==> src/rtl/pipe_hold_ctrl_pkg.sv <==
// Shared definitions for the pipeline hold/flush controller.
// Latency: n/a (types and constants only).
// Backpressure: n/a.
// Contents: controller state encodings (3 bits, INT_ENTER encoding always
// reserved so the state width does not depend on HOLD_IRQ_EN), the hold-enable
// level and a small state classification helper.
package pipe_hold_ctrl_pkg;

  typedef enum logic [2:0] {
    HOLD_IDLE  = 3'd0,
    HOLD_FLUSH = 3'd1,
    HOLD_DIV   = 3'd2,
    HOLD_BUS   = 3'd3,
    HOLD_INT   = 3'd4
  } hold_state_t;

  // Level that asserts a hold flag on the pipeline registers.
  localparam logic HOLD_ON  = 1'b1;
  localparam logic HOLD_OFF = ~HOLD_ON;

  // Full-pipeline stalls freeze the PC as well as the bubble registers.
  function automatic logic is_stall(hold_state_t s);
    return (s == HOLD_DIV) || (s == HOLD_BUS);
  endfunction

endpackage

==> src/rtl/hold_flush_cnt.sv <==
// Loadable 3-bit down-counter timing the bubble window after a redirect.
// Latency: count/last update one cycle after load/en.
// Backpressure: none; saturates at 1 so it can never wrap.
// Ports: clk, rst (async active-low), load + load_val (priority over en),
//        en (decrement), last (count == 1).
module hold_flush_cnt (
  input  logic       clk,
  input  logic       rst,
  input  logic       load,
  input  logic       en,
  input  logic [2:0] load_val,
  output logic       last
);

  logic [2:0] cnt;

  always_ff @(posedge clk or negedge rst) begin
    if (!rst) begin
      cnt <= 3'd0;
    end else if (load) begin
      cnt <= load_val;
    end else if (en && (cnt > 3'd1)) begin
      cnt <= cnt - 3'd1;
    end
  end

  assign last = (cnt == 3'd1);

endmodule

==> src/rtl/pipe_hold_ctrl.sv <==
// Central pipeline hold/flush controller: arbitrates jump, interrupt, divider
// and bus requests into per-stage hold flags and a registered PC redirect.
// Latency: 1 cycle from a sampled request to the registered outputs.
// Backpressure: divider/bus stalls hold every stage until the source releases.
// Ports: clk, rst (async active-low); jumpFlag/jumpAddr from EX; divBusy;
//        busReq/busGrant; intReq/intAddr -> intAck; holdPc/holdIfId/holdIdEx;
//        redirect/redirectAddr.
// Build option: define HOLD_IRQ_EN to build interrupt entry (INT_ENTER state,
// intAck, intAddr latch); otherwise intReq/intAddr are ignored, intAck is 0.
module pipe_hold_ctrl
  import pipe_hold_ctrl_pkg::*;
#(
  parameter int DW           = 32,
  parameter int FLUSH_CYCLES = 2
) (
  input  logic          clk,
  input  logic          rst,
  input  logic          jumpFlag,
  input  logic [DW-1:0] jumpAddr,
  input  logic          divBusy,
  input  logic          busReq,
  input  logic          busGrant,
  input  logic          intReq,
  input  logic [DW-1:0] intAddr,
  output logic          intAck,
  output logic          holdPc,
  output logic          holdIfId,
  output logic          holdIdEx,
  output logic          redirect,
  output logic [DW-1:0] redirectAddr
);

  // Interrupt entry already spends one bubble cycle in INT_ENTER, so the
  // following flush is one cycle shorter.
  localparam logic [2:0] FLUSH_LD     = 3'(FLUSH_CYCLES);
  localparam logic [2:0] FLUSH_LD_INT = 3'(FLUSH_CYCLES - 1);

  hold_state_t   state, state_nxt;
  logic          cnt_load, cnt_last;
  logic [2:0]    cnt_ld_val;
  logic          bus_wait;
  logic          int_take;
  logic [DW-1:0] int_addr;
  logic          redirect_nxt;
  logic [DW-1:0] addr_nxt;

  assign bus_wait = busReq && !busGrant;

`ifdef HOLD_IRQ_EN
  assign int_take = intReq;
  assign int_addr = intAddr;
`else
  logic unused_irq;
  assign int_take   = 1'b0;
  assign int_addr   = '0;
  assign unused_irq = ^{intReq, intAddr};
`endif

  hold_flush_cnt u_flush_cnt (
    .clk      (clk),
    .rst      (rst),
    .load     (cnt_load),
    .en       (state == HOLD_FLUSH),
    .load_val (cnt_ld_val),
    .last     (cnt_last)
  );

  always_comb begin
    state_nxt    = state;
    cnt_load     = 1'b0;
    cnt_ld_val   = FLUSH_LD;
    redirect_nxt = 1'b0;
    addr_nxt     = redirectAddr;
    case (state)
      HOLD_IDLE: begin
        if (jumpFlag) begin
          state_nxt    = HOLD_FLUSH;
          cnt_load     = 1'b1;
          redirect_nxt = 1'b1;
          addr_nxt     = jumpAddr;
        end else if (int_take) begin
          state_nxt    = HOLD_INT;
          redirect_nxt = 1'b1;
          addr_nxt     = int_addr;
        end else if (divBusy) begin
          state_nxt = HOLD_DIV;
        end else if (bus_wait) begin
          state_nxt = HOLD_BUS;
        end
      end
      // jumpFlag is ignored here: EX only carries a bubble while flushing.
      HOLD_FLUSH: begin
        if (cnt_last) state_nxt = HOLD_IDLE;
      end
      // Leaving a stall always passes through IDLE, which is where any
      // interrupt that arrived meanwhile gets picked up.
      HOLD_DIV: begin
        if (!divBusy) state_nxt = HOLD_IDLE;
      end
      HOLD_BUS: begin
        if (!bus_wait) state_nxt = HOLD_IDLE;
      end
      HOLD_INT: begin
        if (FLUSH_CYCLES == 1) begin
          state_nxt = HOLD_IDLE;
        end else begin
          state_nxt  = HOLD_FLUSH;
          cnt_load   = 1'b1;
          cnt_ld_val = FLUSH_LD_INT;
        end
      end
      default: state_nxt = HOLD_IDLE;
    endcase
  end

  // Outputs are decoded from the next state so they are registered yet still
  // line up with the cycle the new state is active.
  always_ff @(posedge clk or negedge rst) begin
    if (!rst) begin
      state        <= HOLD_IDLE;
      holdPc       <= HOLD_OFF;
      holdIfId     <= HOLD_OFF;
      holdIdEx     <= HOLD_OFF;
      redirect     <= 1'b0;
      redirectAddr <= '0;
    end else begin
      state        <= state_nxt;
      holdPc       <= is_stall(state_nxt) ? HOLD_ON : HOLD_OFF;
      holdIfId     <= (state_nxt != HOLD_IDLE) ? HOLD_ON : HOLD_OFF;
      holdIdEx     <= (state_nxt != HOLD_IDLE) ? HOLD_ON : HOLD_OFF;
      redirect     <= redirect_nxt;
      redirectAddr <= addr_nxt;
    end
  end

`ifdef HOLD_IRQ_EN
  // INT_ENTER is only ever one cycle long, so the ack pulse is simply "in it".
  always_ff @(posedge clk or negedge rst) begin
    if (!rst) begin
      intAck <= 1'b0;
    end else begin
      intAck <= (state_nxt == HOLD_INT);
    end
  end
`else
  assign intAck = 1'b0;
`endif

`ifndef SYNTHESIS
  // EX is held during a stall, so a jump here means an upstream bug.
  jump_in_stall_a: assert property (@(posedge clk) disable iff (!rst)
    ((state == HOLD_DIV) || (state == HOLD_BUS)) |-> !jumpFlag);
`endif

endmodule
==> config.mk <==
export PLATFORM = sky130hd
export DESIGN_NAME = pipe_hold_ctrl
export DESIGN_NICKNAME = d
export VERILOG_FILES = /design/src/rtl/pipe_hold_ctrl_pkg.sv /design/src/rtl/hold_flush_cnt.sv /design/src/rtl/pipe_hold_ctrl.sv
export SDC_FILE = /design/constraint.sdc
export NUM_CORES = 1
export LEC_CHECK = 0
export ABC_AREA = 1
export CORE_ASPECT_RATIO = 1.25
export CORE_UTILIZATION = 33
export CTS_CLUSTER_SIZE = 12
export DETAILED_ROUTE_END_ITERATION = 7
export HOLD_SLACK_MARGIN = 0.06
export PLACE_DENSITY_LB_ADDON = 0.15
export SYNTH_ARGS = -nofsm -noshare
export SYNTH_HDL_FRONTEND = slang
export SYNTH_SLANG_ARGS = --single-unit
export TNS_END_PERCENT = 5
==> constraint.sdc <==
create_clock -name clk -period 1.1 [get_ports clk]
set_input_delay 0.275 -clock clk [delete_from_list [all_inputs] [get_ports clk]]
set_output_delay 0.275 -clock clk [all_outputs]
set_load 0.02 [all_outputs]
==> flow_metrics.py <==
metrics = {
    "power_and_ir_drop": {
        "vdd_drop_max_v": 0.00146,
        "power_frac_seq": 0.361,
        "power_density_nw_per_um2": 2710,
        "pwr-share-clk": 0.169,
        "p_leak_nw": 1.47,
        "switching_share": 0.403,
        "power_frac_comb": 0.470,
        "design_power_total_mw": 7.25,
        "intPower_mw": 4.33,
        "p_switching_mw": 2.92,
    },
    "timing": {
        "setup_violations": 50,
        "maxSlewViolCount": 0,
        "fin_ws_ns": -0.0897,
        "hold_violations": 0,
        "min_period_over_period": 1.08,
        "max_freq_ghz": 0.841,
        "rsz0062_at_grt": "true",
        "skew_ns": 0.00465,
        "post-route-min-period_ns": 1.19,
    },
    "synthesis": {
        "syn_area_per_cell_um2": 8.60,
        "netlist_area_um2": 1800,
        "synth_top_area_share": 0.571,
        "synth_enable_flop_cells": 0,
        "synthFlopType": "dfrtp_1",
        "synth_cells": 209,
        "synth-seq-cells": 41,
        "ys_warn_count": 0,
        "synth.yosys.seq_area_share": 0.571,
        "yosysUniqueCellTypes": 20,
        "yosysMostFrequentCell": "nand2_1",
        "async_flop_share": 1.00,
        "yosys-top-cells-count": "nand2_1 (108), dfrtp_1 (41), inv_1 (11), nor2_1 (11), nand2_2 (10)",
        "synth.area.top_cells": "dfrtp_1 (57%), nand2_1 (23%), nand2_2 (3.5%), inv_1 (2.3%), nor2_1 (2.3%)",
        "synth_top_cell_by_area": "dfrtp_1",
    },
    "setup_path": {
        "cp-start-kind": "register",
        "crit_buf_inv": 2,
        "cp-end-kind": "register",
        "crit_slowest_cell": "dfrtp_1",
        "cp_common_cell": "nand2_1",
        "cp_cell_sequence": "inv_2 > nand2_2 > nor2_4 > nand2_4 > buf_6 > nand2_1 > nand2_1",
        "worstPathRequired_ns": 1.27,
        "arrival_ns": 1.36,
        "critPathMaxStageDelay_ns": 0.41,
        "path_class": "reg -> reg",
        "r2r_start": "state[0]$_DFF_PN0_",
        "crit_family": "flip-flops",
        "crit_path_start": "state[0]$_DFF_PN0_",
        "crit_fanout": 11,
    },
    "clock_network": {
        "postCtsSetupRepairBufs": 0,
        "cts_sinks": 41,
        "clk_latency_ns": 0.29,
        "htree_levels": 2,
        "cts_buffers": 5,
        "root_buffer": "clkbuf_8",
        "clk_pin_slew_ns": 0.07,
        "ctsLongestPathBuffers": 2,
        "cts_tree": "done",
    },
    "placement": {
        "pre_cts_ws_ns": -0.365,
        "place_inst": 350,
        "portBuffers": 73,
        "hpwl_mm": 2.86,
        "gp_congestion": 0.814,
    },
    "floorplan": {
        "die_h_um": 84.5,
        "die_w_um": 68.0,
        "die_area_um2": 5750,
        "start_util": 0.349,
        "core_um2": 5150,
        "ios": 108,
        "floorplan.rows": 29,
    },
    "route": {
        "drc": 0,
        "vias": 1514,
        "drt_iter0_markers": 110,
        "vias_per_cell": 4.22,
        "wire_per_inst_um": 11.1,
        "drt_wl_total_mm": 3.98,
        "antenna_left": 0,
        "firstDrtPassIters": 4,
    },
    "grt": {
        "antenna_found_initial": 0,
        "use_met1": 0.191,
        "gr-max-usage-layer": "met2",
        "grt_use_total": 0.153,
        "use_met2": 0.249,
        "grt_max_degree": 42,
        "grt_pass1_wl_mm": 6.58,
        "use_met3": 0.0367,
        "overflow": 0,
        "grt_pass1_vias": 1416,
    },
    "layout": {
        "area_growth_pct": 48.9,
        "diodes": 0,
        "final_cells": 359,
        "fillCellCount": 514,
        "drive_gt1_frac": 0.293,
        "finalNetCount": 369,
    },
    "status": {
        "violations": "setup timing",
        "outcome": "finished with violations",
    },
    "worst_hold_path": {
        "worst_hold_path_type": "in -> async",
    },
    "flow_run": {
        "cap_viol_max_count": 0,
    },
}
-- per-layer routing --
layer / vias to the layer above / routed length, um
met2: 38 / 2080
met1: 682 / 1720
li1: 792 / -
met3: 2 / 166
met5: - / 0
met4: 0 / 11
-- through the flow --
stage | hold slack [ns] | area (um2) | setup TNS (ns) | utilization
6_report | 0.474 | 2680 | -2.56 | 0.519
5_1_grt | 0.495 | 2680 | -7.02 | 0.519
4_1_cts | 0.480 | 2660 | -3.05 | 0.516
3_5_place_dp | 0.265 | 2650 | -17.08 | 0.514
3_3_place_gp | 0.265 | 2650 | -16.31 | 0.514
2_1_floorplan | -0.0206 | 1800 | 0 | -
-- path summary, 6_finish.rpt --
path	end	slack, ns	cells after the start
setup / recovery	redirectAddr[23]$_DFFE_PN0P_	-0.09	7
hold / removal	state[0]$_DFF_PN0_	0.47	3
setup reg to reg	redirectAddr[23]$_DFFE_PN0P_	-0.09	7
hold reg to reg	redirectAddr[3]$_DFFE_PN0P_	0.47	2
max in group asynchronous	u_flush_cnt.cnt[0]$_DFFE_PN0P_	0.41	3
min in group clk	redirectAddr[3]$_DFFE_PN0P_	0.47	2
-- registers in the layout, indices dropped and copies added, names as in the netlist --
signal,count
redirectAddr,32
holdPc,1
redirect,1
state,3
holdIdEx,1
u_flush_cnt.cnt,3
-- tightest hold or removal path, cell delays in order --
cell	delay, ns
dlygate4sd3_1	0.51
buf_2	0.12
buf_12	0.22
-- layout by cell type, fill, tap and decap left out, drive strengths merged --
cell,count
clkdlybuf4s50,36
dlygate4sd3,1
nand3,6
dfrtp,41
bufinv,1
nand3b,1
ha,2
xor2,1
o21ai,2
inv,14
buf,50
nand4,2
nand2,119
conb,2
clkbuf,7
nor2,12
-- timing repair --
| item | in CTS | in global routing |
|---|---|---|
| pin swaps | 3 | 1 |
| setup endpoints to repair | 76 | 76 |
| gates resized for setup | 165 | 7 |
| endpoints found under the hold margin | 41 | 0 |
| hold buffers | 1 | 0 |
-- cell type report --
class                      count  area (um2)  share of cell area
clock buffer                   7        86.3              0.0323
clock inverter                 1        30.0              0.0112
inverter                      14        65.1              0.0243
multi-input combinational    147         677               0.253
sequential                    41        1030               0.384
tap                           62        77.6              0.0290
timing repair buffer          87         711               0.266
-- power by group through the flow --
stage	sequential (mW)	combinational, mW	clock (mW)
2_1_floorplan	3.39	1.22	0
3_3_place_gp	2.61	3.83	0
3_5_place_dp	2.62	3.86	0
4_1_cts	2.62	3.42	1.27
5_1_grt	2.71	3.76	1.34
6_report	2.62	3.41	1.22
-- kinds of logic after synthesis --
| kind of cell | after synthesis | share of synthesized area |
|---|---|---|
| and+or+nand+nor | 140 | 0.324 |
| AOI/OAI and AO/OA | 2 | 0.00766 |
| xor gates and xnor gates | 1 | 0.00488 |
| DFF | 41 | 0.571 |
| buffers and inverters | 22 | 0.0766 |
| other | 1 | 0.00209 |
| adders and majority gates | 2 | 0.0139 |
Power figures use the tool's default switching activity.
